### src/rtl/sigstream_pkg.sv
// Constants shared by both ends of the interleaved antenna stream
// (this producer and the correlator's signal-source selector).
package sigstream_pkg;

    localparam int DEF_WIDTH = 32;
    localparam int DEF_TRATE = 30;
    localparam int DEF_COUNT = 16;

    typedef enum logic {
        ST_IDLE,
        ST_EMIT
    } state_t;

    // Counter width for a modulus of n; at least one bit so n=1 still builds.
    function automatic int addr_bits(input int n);
        return (n > 1) ? $clog2(n) : 1;
    endfunction

endpackage

### src/rtl/sigstream_sigbuffer.sv
// One-entry pending (skid) register for the next IQ sample.
// Ready is registered and reflects whether the slot will be free next cycle.
module sigstream_sigbuffer #(
    parameter int WIDTH = 32
) (
    input  logic             clock,
    input  logic             reset_n,
    input  logic             i_wr,
    input  logic             i_rd,
    input  logic [WIDTH-1:0] i_idata,
    input  logic [WIDTH-1:0] i_qdata,
    output logic             o_full,
    output logic             o_ready,
    output logic [WIDTH-1:0] o_idata,
    output logic [WIDTH-1:0] o_qdata
);

    logic             r_full;
    logic             r_ready;
    logic [WIDTH-1:0] r_idata;
    logic [WIDTH-1:0] r_qdata;
    logic             w_full_nxt;

    // A pop and a refill in the same cycle leave the slot occupied.
    assign w_full_nxt = i_wr | (r_full & ~i_rd);

    always_ff @(posedge clock or negedge reset_n) begin
        if (!reset_n) begin
            r_full  <= 1'b0;
            r_ready <= 1'b0;
            r_idata <= '0;
            r_qdata <= '0;
        end else begin
            r_full  <= w_full_nxt;
            r_ready <= ~w_full_nxt;
            if (i_wr) begin
                r_idata <= i_idata;
                r_qdata <= i_qdata;
            end
        end
    end

    assign o_full  = r_full;
    assign o_ready = r_ready;
    assign o_idata = r_idata;
    assign o_qdata = r_qdata;

endmodule

### src/rtl/sigstream.sv
// Replays each accepted IQ antenna sample for TRATE cycles with a time address,
// framing samples into blocks of COUNT via first/next/last.
module sigstream
    import sigstream_pkg::*;
#(
    parameter  int WIDTH = DEF_WIDTH,
    parameter  int TRATE = DEF_TRATE,
    parameter  int COUNT = DEF_COUNT,
    localparam int TBITS = addr_bits(TRATE)
) (
    input  logic             clock,
    input  logic             reset_n,
    input  logic             valid_i,
    output logic             ready_o,
    input  logic [WIDTH-1:0] idata_i,
    input  logic [WIDTH-1:0] qdata_i,
    output logic             valid_o,
    output logic             first_o,
    output logic             next_o,
    output logic             last_o,
    output logic [TBITS-1:0] taddr_o,
    output logic [WIDTH-1:0] idata_o,
    output logic [WIDTH-1:0] qdata_o
);

    localparam int CBITS = addr_bits(COUNT);

    state_t           r_state;
    logic [TBITS-1:0] r_tcnt;
    logic [CBITS-1:0] r_bcnt;
    logic [WIDTH-1:0] r_idata;
    logic [WIDTH-1:0] r_qdata;

    logic             w_ready;
    logic             w_hs;
    logic             w_emit;
    logic             w_end;
    logic             w_full;
    logic             w_wr;
    logic             w_rd;
    logic [WIDTH-1:0] w_pidata;
    logic [WIDTH-1:0] w_pqdata;

    assign w_hs   = valid_i & w_ready;
    assign w_emit = (r_state == ST_EMIT);
    assign w_end  = w_emit & (r_tcnt == TBITS'(TRATE - 1));

    // On the final cycle with an empty slot the input bypasses pending entirely.
    assign w_wr = w_hs & w_emit & ~(w_end & ~w_full);
    assign w_rd = w_end & w_full;

    sigstream_sigbuffer #(
        .WIDTH (WIDTH)
    ) u_sigbuffer (
        .clock   (clock),
        .reset_n (reset_n),
        .i_wr    (w_wr),
        .i_rd    (w_rd),
        .i_idata (idata_i),
        .i_qdata (qdata_i),
        .o_full  (w_full),
        .o_ready (w_ready),
        .o_idata (w_pidata),
        .o_qdata (w_pqdata)
    );

    always_ff @(posedge clock or negedge reset_n) begin
        if (!reset_n) begin
            r_state <= ST_IDLE;
            r_tcnt  <= '0;
            r_bcnt  <= '0;
            r_idata <= '0;
            r_qdata <= '0;
        end else begin
            case (r_state)
                ST_IDLE: begin
                    if (w_hs) begin
                        r_idata <= idata_i;
                        r_qdata <= qdata_i;
                        r_tcnt  <= '0;
                        r_state <= ST_EMIT;
                    end
                end
                ST_EMIT: begin
                    if (!w_end) begin
                        r_tcnt <= r_tcnt + 1'b1;
                    end else begin
                        r_tcnt <= '0;
                        r_bcnt <= (r_bcnt == CBITS'(COUNT - 1)) ? '0 : r_bcnt + 1'b1;
                        if (w_full) begin
                            r_idata <= w_pidata;
                            r_qdata <= w_pqdata;
                        end else if (w_hs) begin
                            r_idata <= idata_i;
                            r_qdata <= qdata_i;
                        end else begin
                            r_state <= ST_IDLE;
                        end
                    end
                end
                default: r_state <= ST_IDLE;
            endcase
        end
    end

    assign ready_o = w_ready;
    assign valid_o = w_emit;
    assign taddr_o = r_tcnt;
    assign idata_o = r_idata;
    assign qdata_o = r_qdata;
    assign first_o = w_emit & (r_tcnt == '0) & (r_bcnt == '0);
    assign next_o  = w_end;
    assign last_o  = w_end & (r_bcnt == CBITS'(COUNT - 1));

endmodule

### config.mk
export PLATFORM = sky130hd
export DESIGN_NAME = sigstream
export DESIGN_NICKNAME = d
export VERILOG_FILES = /design/src/rtl/sigstream_pkg.sv /design/src/rtl/sigstream_sigbuffer.sv /design/src/rtl/sigstream.sv
export SDC_FILE = /design/constraint.sdc
export NUM_CORES = 1
export LEC_CHECK = 0
export BUFFER_PORTS_ARGS = -buffer_cell sky130_fd_sc_hd__buf_2
export CORE_ASPECT_RATIO = 1.4
export CORE_UTILIZATION = 45
export DETAILED_ROUTE_END_ITERATION = 16
export PLACE_DENSITY = 0.68
export SYNTH_ARGS = -nofsm -noshare
export SYNTH_HDL_FRONTEND = slang
export SYNTH_SLANG_ARGS = --single-unit
### constraint.sdc
create_clock -name clock -period 2.73 [get_ports clock]
set_input_delay 0.1365 -clock clock [delete_from_list [all_inputs] [get_ports clock]]
set_output_delay 0.1365 -clock clock [all_outputs]
set_load 0.01 [all_outputs]
---- After elaboration in Yosys (flattened, before gate mapping) ----
Index checks and enable logic that the tools add are counted.
storage, ports and cells
  flip-flop bits (word level) ............. 140
  output and inout port bits .............. 74
  logic and storage cells ................. 50
cells by class
  add/sub/neg operators ................... 2
  eq/ne operators ......................... 4
  muxes and demuxes ....................... 16
  bitwise gates (word level) .............. 16
  reduce and logical (&&, ||, !) cells .... 3
operators by type and width
  cell                   number
  $mux W32               6
  $pmux W32 S2           2
  $and A1 B1 Y1          10
  $mux W5                2
  $pmux W5 S2            1
  $add A5 B1 Y5 const B  1
  $eq A5 B5 Y1 const B   1
  $logic_not A5 Y1       1
  $not A1 Y1             5
  $add A4 B1 Y4 const B  1
  $eq A4 B4 Y1 const B   1
  $logic_not A4 Y1       1
  $mux W4                1
  $mux W1                3
  $ne A2 B1 Y1 const B   1
  $ne A2 B2 Y1 const B   1
  $pmux W1 S2            1
  $reduce_and A2 Y1      1
  $or A1 B1 Y1           1

---- Depth between registers and ports, before layout ----
Gate-level depths: netlist (run 1).
  depth after elaboration ................. 7
  gate-level depth with buffers ........... 7
  depth with buffers taken out ............ 5

---- Modules after synthesis ----
A second synthesis (run 1) with hierarchy kept.
second synthesis, totals
  cell total of the unflattened synthesis .. 506
  area, all modules ....................... 6461.2 um^2
by module, submodules not included
  module               times used  cells an instance  area an instance (um^2)  sequential area each (um^2)
  sigstream            1           366                3863.7                   1851.8
  sigstream_sigbuffer  1           140                2597.5                   1651.6

---- Worst setup path after synthesis (run 1) ----
Ideal clock, no wire load.
  kind .................................... flip-flop to flip-flop
  from .................................... register r_tcnt[1] (netlist: taddr_o[1])
  to ...................................... register u_sigbuffer.r_idata[27] (netlist: u_sigbuffer.o_idata[27])
  library setup time ...................... 0.127 ns
  data arrival time ....................... 1.715 ns
  required time ........................... 2.603 ns
  slack ................................... 0.887 ns
  stages on the path, launching flop included .. 8
  path buffers ............................ 2
  clock period less this slack ............ 1.843 ns
  cell sequence ........................... dfrtp_1 -> inv_1 -> ha_1 -> nand4_4 -> o211ai_2 -> buf_6 -> buf_8 -> mux2_1
on the way
  longest elaborated chain between the ends .. 5
RTL lines
  item                    line                       source
  from (decl)             sigstream.sv:29            logic [TBITS-1:0] r_tcnt;
  from (signal assigned)  sigstream.sv:86            r_tcnt <= r_tcnt + 1'b1;
  $eq A5 B5 Y1            sigstream.sv:46            assign w_end = w_emit & (r_tcnt == TBITS'(TRATE - 1));
  $and A1 B1 Y1           sigstream.sv:46
  $and A1 B1 Y1           sigstream.sv:49            assign w_wr = w_hs & w_emit & ~(w_end & ~w_full);
  $not A1 Y1              sigstream.sv:49
  $and A1 B1 Y1           sigstream.sv:49
  to (signal assigned)    sigstream_sigbuffer.sv:37  r_idata <= i_idata;
  to (decl)               sigstream_sigbuffer.sv:20  logic [WIDTH-1:0] r_idata;
No other way between the ends.
A chain may end at the register's enable or synchronous reset.

---- Final worst setup path (run 1) ----
  from .................................... register r_tcnt[1] (netlist: taddr_o[1])
  to ...................................... output port last_o
on the way
  longest elaborated chain between the ends .. 3
RTL lines
  item           line              source
  $eq A5 B5 Y1   sigstream.sv:46
  $and A1 B1 Y1  sigstream.sv:46
  $and A1 B1 Y1  sigstream.sv:113  assign last_o = w_end & (r_bcnt == CBITS'(COUNT - 1));
  to (decl)      sigstream.sv:20   output logic last_o,
No other way between the ends.

==> key figures, run 1 <==
Logic synthesis
  • Mapped Cells: 505
  • Cell variety after synth: 34
  • Area contributors post-synth: dfrtp_1 (55%), o2bb2ai_1 (8.8%), mux2_4 (7.1%)
  • Top cell type's share of synthesized area: 0.551
  • Post-Synthesis Cell Area: 6360 um2
  • Synth warn: 0
  • Syn nets: 577
  • Post-synth top area cell: dfrtp_1
  • Post-synth top cells: dfrtp_1 (140), a31oi_1 (67), and3_1 (64), o2bb2ai_1 (64), mux2_4 (30)
  • Prevailing post-synth register cell: dfrtp_1
  • Register bit total from synthesis: 140
  • Sequential fraction of the synthesis area: 0.551
  • Syn_area_per_cell: 12.6 um2
  • Async SR Flop Fraction: 1.00
  • Number of synthesized flops with an enable pin: 0
  • Most frequent cell after synthesis: dfrtp_1

STA
  • Setup violation total in the final timing report: 0
  • Fin. Hold Viols: 0
  • Min Tclk post-route: 2.16 ns
  • Slew Limit Fails: 0
  • RSZ-0062 raised after global routing: false
  • Max Clock Freq: 463 MHz
  • Least-Margin Pin Slew: 0.801 ns
  • Setup total negative slack: 0 ns
  • Relative slew slack: 0.466
  • WHS: 0.0322 ns
  • Crit share post-route: 0.791
  • Skew final: 0.0107 ns

Drt
  • Drt wl/cell: 18.1 um
  • Starting DRT DRC Count: 238
  • DRT Pass-1 Iters: 5
  • # DRC: 0
  • Vias: 4970
  • Routed Antenna Nets: 0
  • Routed wire length: 16.1 mm
  • Vias per Instance: 5.61

Placement
  • GP Congestion: 0.864
  • DPL Wire Length: 9.45 mm
  • Placed cell area: 7170 um2
  • IO buf count: 140

Power and ir drop
  • Power Total: 9520 uW
  • Leak: 0.00399 uW
  • Peak supply drop: 0.530 mV
  • PwrDens: 1130 nW/um2

Layout
  • Layout cells sized above 1: 0.354
  • Post-route cell area: 8410 um2
  • P&R area growth vs syn: 32.3%
  • Fin nets: 760
  • Layout Utilization: 0.607
  • Ant. Diodes: 0

Worst setup path
  • CP arrival: 2.02 ns
  • CP Capture Type: primary output
  • Slowest stage cell, crit path: dfrtp_1
  • CP endpoint: last_o
  • Beginning of the critical path: taddr_o[1]$_DFFE_PN0P_
  • Levels on crit path: 6
  • R2R cell count: 6
  • R2r startpoint: taddr_o[1]$_DFFE_PN0P_
  • Slowest stage delay, CP: 0.42 ns
  • Crit path buffers/inverters: 2
  • Worst Setup Start Kind: flip-flop
  • Critical setup path kind: reg -> out
  • CP cell instances: inv_1 > ha_1 > and4_1 > nand2_1 > nor2_1 > buf_2
  • CP max FO: 6
  • Worst flop-to-flop path endpoint: u_sigbuffer.o_idata[21]$_DFFE_PN0P_
  • Crit path max-delay family: simple AND/OR/NAND/NOR gates
  • R2R setup slack: 0.66 ns
  • WP data required: 2.59 ns

Clock network
  • Root Buffer Master: clkbuf_16
  • Max H-tree Level: 4
  • Num CTS Buffers: 17
  • Clk sink count: 140
  • Clk pin slew, worst setup/hold paths: 0.06 ns
  • Worst skew pair latency: 0.41 ns
  • Clk buf depth: 2
  • Clock tree from TritonCTS: built
  • Post-CTS sizing: 0

Worst hold path
  • Hold/Removal Path Class: in -> reg
  • WHS Path Cells: 3

Floorplan
  • Ports: 141
  • Die width: 102 um
  • Die H: 143 um
  • FP Rows: 51
  • Initial Utilization: 0.459
  • Core ar.: 13800 um2
  • DIE AREA: 14600 um2

Global route
  • Vias in the first global route: 5166
  • Initial antenna violation count: 0
  • Tot GR Track Use: 0.233
  • Largest net degree at the start of global routing: 88
  • Overflow after GRT: 0
  • First-pass GRT wire length: 26.3 mm

Run status
  • Status: completed

Run
  • Max-cap violations: 0
## flip-flops by register name, summed over array words and instances, names as in the netlist
register	count
qdata_o	32
valid_o	1
u_sigbuffer.o_ready	1
u_sigbuffer.o_qdata	32
u_sigbuffer.o_full	1
u_sigbuffer.o_idata	32
taddr_o	5
idata_o	32
r_bcnt	4
## where the power goes
group | internal, uW | total (uW) | switching (uW) | leakage [uW]
Sequential | 3100 | 3720 | 628 | 0.00167
Combinational | 1920 | 3520 | 1590 | 0.00205
Clock | 1400 | 2290 | 885 | 0.000279
Total | 6420 | 9520 | 3110 | 0.00399
## layer usage
layer	routed length [um]	GRT usage	vias up
li1	-	-	2294
met1	6840	0.297	2510
met2	8230	0.375	144
met3	658	0.0499	22
met4	337	0.104	0
met5	0	0	-
## per-stage QoR
stage	worst slack [ns]	cells
after global placement	0.794	790
after detailed placement	0.706	790
after global routing	0.429	886
final	0.571	886
after floorplan	0.887	505
after CTS	0.575	886
## layout by cell type, fill, tap and decap left out, types with 2 or more instances in the layout
cell           instances
buf_2                139
dfrtp_1              138
a31oi_1               67
and3_1                64
o2bb2ai_1             64
dlygate4sd3_1         64
mux2_4                30
mux2_2                28
clkbuf_16             17
inv_1                  8
nand3_1                8
mux2_1                 8
nand2_1                7
buf_4                  7
ha_1                   5
a21oi_1                4
clkinv_4               4
clkinvlp_4             4
buf_12                 4
nor2_1                 2
o21ai_0                2
bufinv_16              2
clkbuf_8               2
dfrtp_2                2
## final cells by class
class                           count  area (um2)
Clock buffer                       20         457
Clock inverter                     12         139
Fill cell                        1118        5440
Inverter                            8        30.0
Multi-Input combinational cell    306        2570
Sequential cell                   140        3510
Tap cell                          185         231
Timing Repair Buffer              215        1480
## how the worst min path moves through the flow
stage                                               end        start  slack [ns]
floorplan                        idata_o[0]$_DFFE_PN0P_      reset_n       -0.16
global placement                idata_o[11]$_DFFE_PN0P_      reset_n        0.24
detailed placement              qdata_o[30]$_DFFE_PN0P_      reset_n        0.26
CTS                                   valid_o$_DFF_PN0_      valid_i       0.009
global route        u_sigbuffer.o_idata[25]$_DFFE_PN0P_  idata_i[25]       0.002
finish                                valid_o$_DFF_PN0_      valid_i        0.03
## worst min-delay path, stage by stage
cell,delay [ns]
buf_2,0.09
nand2_1,0.09
nand3_1,0.08
## what timing repair did
action / 4_1_cts / 5_1_grt
hold endpoints to repair: 149 / 0
buffers inserted: 0 / 0
endpoints found under the setup margin: 0 / 0
hold buffers: 64 / 0
## logic make-up (layout without fill, tap and decap cells)
logic type / after synthesis / count (layout) / share of synthesized area
xor gates and xnor gates: 1 / 1 / 0.00138
and+or+nand+nor: 89 / 89 / 0.0848
buffers and inverters: 59 / 255 / 0.0488
DFF: 140 / 140 / 0.551
AOI/OAI and AO/OA: 145 / 145 / 0.170
adders and majority gates: 5 / 5 / 0.00984
muxes: 66 / 66 / 0.135
Note: power is estimated with default switching activity, not from simulation.
==> run 2, diff against run 1 <==
==> constraint.sdc (replaced) <==
create_clock -name clock -period 2 [get_ports clock]
set_input_delay 0.1 -clock clock [delete_from_list [all_inputs] [get_ports clock]]
set_output_delay 0.1 -clock clock [all_outputs]
set_load 0.01 [all_outputs]
==> key figures, run 2 (same netlist as run 1, synthesis figures left out) <==
Layout
  • Area of the multi-input gates: 2590 um2 (was 2570 um2)
  • Most frequent cells in the layout: buf_2 (139), dfrtp_1 (138), a31oi_1 (67), dlygate4sd3_1 (66) (was buf_2 (139), dfrtp_1 (138), a31oi_1 (67))
  • Post-route cell area: 8620 um2 (was 8410 um2)
  • Most common cell after layout, fill and taps aside: buf_2 (unchanged)
  • FILL cells: 1072 (was 1118)
  • Layout cells sized above 1: 0.369 (was 0.354)
  • Ant. Diodes: 0 (unchanged)
  • Total area of sequential cells: 3510 um2 (unchanged)
  • P&R area growth vs syn: 35.6% (was 32.3%)
  • Fin nets: 772 (was 760)

Run status
  • Status: completed (unchanged)

Drt
  • Routed Antenna Nets: 0 (unchanged)
  • Drt wl/cell: 18.5 um (was 18.1 um)
  • DRT Pass-1 Iters: 5 (unchanged)
  • Vias: 5076 (was 4970)
  • Routed wire length: 16.6 mm (was 16.1 mm)
  • Vias per Instance: 5.65 (was 5.61)
  • Starting DRT DRC Count: 174 (was 238)
  • # DRC: 0 (unchanged)

STA
  • Least-Margin Pin Slew: 0.742 ns (was 0.801 ns)
  • Slack of the critical path: 0.106 ns (was 0.571 ns)
  • Skew final: 0.00944 ns (was 0.0107 ns)
  • WHS: 0.221 ns (was 0.0322 ns)
  • RSZ-0062 raised after global routing: false (unchanged)
  • Max Clock Freq: 528 MHz
  • Setup violation total in the final timing report: 0 (unchanged)
  • Setup total negative slack: 0 ns (unchanged)
  • Fin. Hold Viols: 0 (unchanged)
  • Slew Limit Fails: 0 (unchanged)
  • Relative slew slack: 0.505 (was 0.466)
  • Min Tclk post-route: 1.89 ns
  • Crit share post-route: 0.947

Worst setup path
  • Worst Setup Start Kind: flip-flop (unchanged)
  • R2r startpoint: taddr_o[1]$_DFFE_PN0P_ (unchanged)
  • CP arrival: 1.79 ns (was 2.02 ns)
  • CP max FO: 7 (was 6)
  • Critical setup path kind: reg -> out (unchanged)
  • CP Capture Type: primary output (unchanged)
  • WP data required: 1.90 ns (was 2.59 ns)
  • Beginning of the critical path: taddr_o[0]$_DFFE_PN0P_ (was taddr_o[1]$_DFFE_PN0P_)

Clock network
  • Worst skew pair latency: 0.42 ns (was 0.41 ns)
  • Clock tree from TritonCTS: built (unchanged)
  • Root Buffer Master: clkbuf_16 (unchanged)
  • Clk buf depth: 2 (unchanged)
  • Clk pin slew, worst setup/hold paths: 0.07 ns (was 0.06 ns)
  • Num CTS Buffers: 17 (unchanged)
  • Clk sink count: 140 (unchanged)
  • Max H-tree Level: 4 (unchanged)

Placement
  • Placed cell area: 7240 um2 (was 7170 um2)
  • IO buf count: 140 (unchanged)
  • GP Congestion: 0.859 (was 0.864)
  • DP Worst Slack: 0.0909 ns (was 0.706 ns)
  • DPL Wire Length: 9.81 mm (was 9.45 mm)

Floorplan
  • FP Rows: 51 (unchanged)
  • Die H: 143 um (unchanged)
  • Ports: 141 (unchanged)
  • Core ar.: 13800 um2 (unchanged)
  • Initial Utilization: 0.459 (unchanged)
  • DIE AREA: 14600 um2 (unchanged)
  • Die width: 102 um (unchanged)

Global route
  • Tot GR Track Use: 0.239 (was 0.233)
  • Overflow after GRT: 0 (unchanged)
  • First-pass GRT wire length: 26.8 mm (was 26.3 mm)
  • Initial antenna violation count: 0 (unchanged)
  • Vias in the first global route: 5217 (was 5166)
  • Largest net degree at the start of global routing: 65 (was 88)

Run
  • Max-cap violations: 0 (unchanged)

Power and ir drop
  • PwrDens: 1580 nW/um2 (was 1130 nW/um2)
  • Leak: 0.00410 uW (was 0.00399 uW)
  • Peak supply drop: 0.740 mV (was 0.530 mV)
  • Power Total: 13600 uW (was 9520 uW)

Worst hold path
  • Hold/Removal Path Class: in -> async (was in -> reg)
run 2: metal layers:
layer,vias to the layer above,GRT usage,wire length [um]
li1,2312,-,-
met1,2566,0.310,7120
met2,163,0.391,8430
met3,35,0.0494,650
met4,0,0.0865,384
met5,-,0,0
run 2: worst paths after layout:
check | endpoint | slack [ns] | cells past startpoint
worst min-delay path | u_sigbuffer.o_idata[6]$_DFFE_PN0P_ | 0.22 | 2
worst min register to register | qdata_o[2]$_DFFE_PN0P_ | 0.48 | 1
min in group clock | u_sigbuffer.o_qdata[29]$_DFFE_PN0P_ | 0.45 | 3
worst max-delay path | first_o | 0.11 | 5
max in group asynchronous | u_sigbuffer.o_idata[22]$_DFFE_PN0P_ | 1.09 | 3
worst max register to register | u_sigbuffer.o_idata[21]$_DFFE_PN0P_ | 0.12 | 6
run 2: cell type report:
cell class	instances	share of cell area
clock inverter	14	0.0267
sequential	140	0.407
multi-input combinational	306	0.300
inverter	8	0.00348
tap	185	0.0268
timing repair buffer	227	0.186
clock buffer	18	0.0509
run 2: power breakdown:
| group | switching (uW) | internal [uW] |
|---|---|---|
| clock network | 1300 | 2280 |
| registers | 826 | 4220 |
| logic | 2260 | 2700 |
run 2: worst max-delay path, cell delays in order (launching register included):
cell	delay, ns
dfrtp_1	0.43
buf_4	0.19
inv_1	0.06
ha_1	0.16
nor4b_1	0.33
buf_2	0.21
run 2: stage by stage:
| stage | cells | utilization |
|---|---|---|
| 3_5_place_dp | 796 | 0.523 |
| 5_1_grt | 898 | 0.623 |
| 2_1_floorplan | 505 | - |
| 4_1_cts | 894 | 0.619 |
| 6_report | 898 | 0.623 |
| 3_3_place_gp | 796 | 0.523 |
run 2: repair_timing:
action	4_1_cts	5_1_grt
hold buffers	66	0
setup endpoints to repair	1	26
hold endpoints to repair	142	0
setup buffers	0	4
gates resized for setup	2	4
==> run 3, diff against run 2 <==
--- a/config.mk
+++ b/config.mk
@@ -6,10 +6,12 @@
 export NUM_CORES = 1
 export LEC_CHECK = 0
 export BUFFER_PORTS_ARGS = -buffer_cell sky130_fd_sc_hd__buf_2
+export CAP_MARGIN = 20
 export CORE_ASPECT_RATIO = 1.4
 export CORE_UTILIZATION = 45
 export DETAILED_ROUTE_END_ITERATION = 16
 export PLACE_DENSITY = 0.68
 export SYNTH_ARGS = -nofsm -noshare
 export SYNTH_HDL_FRONTEND = slang
+export SYNTH_HIERARCHICAL = 1
 export SYNTH_SLANG_ARGS = --single-unit
==> key figures, run 3 <==
Run status
  • Status: completed (unchanged)

STA
  • Fin. Hold Viols: 0 (unchanged)
  • Min Tclk post-route: 1.91 ns (was 1.89 ns)
  • RSZ-0062 raised after global routing: false (unchanged)
  • Setup total negative slack: 0 ns (unchanged)
  • Slack of the critical path: 0.0940 ns (was 0.106 ns)
  • Crit share post-route: 0.953 (was 0.947)
  • Least-Margin Pin Slew: 0.738 ns (was 0.742 ns)
  • Max Clock Freq: 525 MHz (was 528 MHz)
  • Relative slew slack: 0.508 (was 0.505)
  • Skew final: 0.00852 ns (was 0.00944 ns)
  • WHS: 0.108 ns (was 0.221 ns)
  • Setup violation total in the final timing report: 0 (unchanged)
  • Slew Limit Fails: 0 (unchanged)

Worst hold path
  • Hold/Removal Path Class: in -> reg (was in -> async)

Logic synthesis
  • Syn nets: 578 (was 577)
  • Number of synthesized flops with an enable pin: 0 (unchanged)
  • Prevailing post-synth register cell: dfrtp_1 (unchanged)
  • Post-Synthesis Cell Area: 6460 um2 (was 6360 um2)
  • Main combinational cell family by area after synthesis: compound AO/OA/AOI/OAI gates (unchanged)
  • Post-synth top area cell: dfrtp_1 (unchanged)
  • Synth warn: 6 (was 0)
  • Register bit total from synthesis: 140 (unchanged)
  • Async SR Flop Fraction: 1.00 (unchanged)
  • Most frequent cell after synthesis: dfrtp_1 (unchanged)
  • Adder-cell share of the synthesized area: 0.00968 (was 0.00984)
  • Mapped Cells: 506 (was 505)
  • Post-synthesis mux area share: 0.137 (was 0.135)
  • Post-synth top cells: dfrtp_1 (140), a31oi_1 (67), and3_1 (64) (was dfrtp_1 (140), a31oi_1 (67), and3_1 (64), o2bb2ai_1 (64), mux2_4 (30))
  • Post-synthesis xor/xnor area fraction: 0.00136 (was 0.00138)
  • Simple-Gate Fraction of Synth Area: 0.0811 (was 0.0848)
  • Sequential fraction of the synthesis area: 0.542 (was 0.551)
  • Area contributors post-synth: dfrtp_1 (54%), mux2_4 (8.8%), o2bb2ai_1 (7.3%) (was dfrtp_1 (55%), o2bb2ai_1 (8.8%), mux2_4 (7.1%))
  • Cell variety after synth: 31 (was 34)
  • Compound-Gate Fraction of Synth Area: 0.177 (was 0.170)
  • Syn_area_per_cell: 12.8 um2 (was 12.6 um2)
  • Top cell type's share of synthesized area: 0.542 (was 0.551)

Worst setup path
  • Crit path buffers/inverters: 1 (was 3)
  • Slowest stage cell, crit path: dfrtp_1 (unchanged)
  • WP data required: 2.30 ns (was 1.90 ns)
  • CP arrival: 2.21 ns (was 1.79 ns)
  • Crit path max-delay family: flip-flops (was buffers and inverters)
  • CP Capture Type: flip-flop (was primary output)
  • Slowest stage delay, CP: 0.38 ns (was 0.43 ns)
  • CP cell instances: ha_1 > nand4_2 > nand2_1 > a21oi_4 > buf_12 > mux2_2 (was buf_4 > inv_1 > ha_1 > nor4b_1 > buf_2)
  • Worst Setup Start Kind: flip-flop (unchanged)
  • Critical setup path kind: reg -> reg (was reg -> out)
  • CP max FO: 38 (was 7)

Layout
  • Most common cell after layout, fill and taps aside: buf_2 (unchanged)
  • P&R area growth vs syn: 32.8% (was 35.6%)
  • FILL cells: 1075 (was 1072)
  • Most frequent cells in the layout: buf_2 (139), dfrtp_1 (138), a31oi_1 (67), dlygate4sd3_1 (65), and3_1 (64) (was buf_2 (139), dfrtp_1 (138), a31oi_1 (67), dlygate4sd3_1 (66))
  • Fin nets: 772 (unchanged)
  • Layout cells sized above 1: 0.388 (was 0.369)
  • Ant. Diodes: 0 (unchanged)

Floorplan
  • Die H: 144 um (was 143 um)
  • FP Rows: 51 (unchanged)
  • Die width: 103 um (was 102 um)
  • DIE AREA: 14800 um2 (was 14600 um2)
  • Initial Utilization: 0.462 (was 0.459)
  • Core ar.: 14000 um2 (was 13800 um2)
  • Ports: 141 (unchanged)

Drt
  • Drt wl/cell: 19.1 um (was 18.5 um)
  • Vias per Instance: 5.72 (was 5.65)
  • # DRC: 0 (unchanged)
  • Vias: 5140 (was 5076)
  • Routed Antenna Nets: 0 (unchanged)
  • DRT Pass-1 Iters: 4 (was 5)
  • Starting DRT DRC Count: 207 (was 174)
  • Routed wire length: 17.2 mm (was 16.6 mm)

Power and ir drop
  • Leak: 0.00403 uW (was 0.00410 uW)
  • Peak supply drop: 0.754 mV (was 0.740 mV)
  • PwrDens: 1590 nW/um2 (was 1580 nW/um2)

Clock network
  • Worst skew pair latency: 0.42 ns (about the same)
  • Root Buffer Master: clkbuf_16 (unchanged)
  • Clk buf depth: 2 (unchanged)
  • Num CTS Buffers: 17 (unchanged)
  • Max H-tree Level: 4 (unchanged)
  • Clock tree from TritonCTS: built (unchanged)
  • Clk pin slew, worst setup/hold paths: 0.06 ns (was 0.07 ns)
  • Clk sink count: 140 (unchanged)

Placement
  • GP Congestion: 0.817 (was 0.859)
  • DPL Wire Length: 10.7 mm (was 9.81 mm)
  • IO buf count: 140 (unchanged)
  • DP Worst Slack: 0.0959 ns (was 0.0909 ns)

Run
  • Max-cap violations: 0 (unchanged)

Global route
  • Initial antenna violation count: 0 (unchanged)
  • Tot GR Track Use: 0.243 (was 0.239)
  • Largest net degree at the start of global routing: 67 (was 65)
  • Overflow after GRT: 0 (unchanged)
  • First-pass GRT wire length: 27.4 mm (was 26.8 mm)
  • Vias in the first global route: 5397 (was 5217)
-- run 3: changes by cell type in the layout (fill, tap and decap cells not counted), sizes merged, moves of 2 or more --
cell | previous run | this run
clkinv | 2 | 5
nand2 | 8 | 6
clkinvlp | 1 | 4
inv | 14 | 12
a21oi | 4 | 6
bufinv | 5 | 2
-- run 3: per-layer routing --
| layer | global-route usage | wire [um] |
|---|---|---|
| met3 | 0.0399 | 578 |
| met5 | 0 | 0 |
| met2 | 0.426 | 9020 |
| met1 | 0.291 | 7180 |
| met4 | 0.103 | 407 |
-- run 3: final cells by class --
class | instances | area (um2) | share of cell area
multi-input combinational | 305 | 2650 | 0.309
tap | 185 | 231 | 0.0270
sequential | 140 | 3510 | 0.409
clock inverter | 13 | 144 | 0.0168
inverter | 10 | 37.5 | 0.00438
timing repair buffer | 226 | 1580 | 0.184
clock buffer | 19 | 433 | 0.0505
-- run 3: path summary, 6_finish.rpt --
| check | start | endpoint | slack [ns] | cells past startpoint |
|---|---|---|---|---|
| worst max-delay path | taddr_o[0]$_DFFE_PN0P_ | u_sigbuffer/o_qdata[3]$_DFFE_PN0P_ | 0.09 | 6 |
| worst min-delay path | valid_i | valid_o$_DFF_PN0_ | 0.11 | 3 |
| worst max register to register | taddr_o[0]$_DFFE_PN0P_ | u_sigbuffer/o_qdata[3]$_DFFE_PN0P_ | 0.09 | 6 |
| worst min register to register | qdata_o[30]$_DFFE_PN0P_ | qdata_o[30]$_DFFE_PN0P_ | 0.48 | 1 |
| max in group asynchronous | reset_n | qdata_o[18]$_DFFE_PN0P_ | 1.13 | 3 |
| min in group asynchronous | reset_n | qdata_o[0]$_DFFE_PN0P_ | 0.18 | 2 |
-- run 3: cell families after synthesis --
logic type / after synthesis
and+or+nand+nor: 87
adders and majority gates: 5
buffers and inverters: 61
muxes: 66
DFF: 140
AOI/OAI and AO/OA: 146
xor gates and xnor gates: 1
-- run 3: stage by stage --
step / cell area (um2) / std cells / power [uW] / utilization
after floorplan: 6460 / 506 / 8730 / -
after global placement: 7350 / 801 / 10200 / 0.526
after detailed placement: 7350 / 801 / 10500 / 0.526
after CTS: 8580 / 898 / 13700 / 0.614
after global routing: 8580 / 898 / 14500 / 0.614
final: 8580 / 898 / 13700 / 0.614
-- run 3: where the power goes --
| part | internal, uW | switching, uW | total [uW] |
|---|---|---|---|
| Combinational | 2960 | 2630 | 5590 |
| Clock | 1840 | 1250 | 3090 |
| Sequential | 4180 | 820 | 4990 |
| Total | 8980 | 4700 | 13700 |
-- run 3: timing repair --
action                                 4_1_cts  5_1_grt
gates resized for setup                      0        2
setup buffers                                0        0
setup endpoints to repair                    0        2
hold buffers                                65        0
endpoints found under the hold margin      121        0
-- run 3: worst reg2reg max path, stage by stage (launching register included) --
cell	delay, ns
dfrtp_1	0.38
ha_1	0.24
nand4_2	0.11
nand2_1	0.13
a21oi_4	0.25
buf_12	0.28
mux2_2	0.41
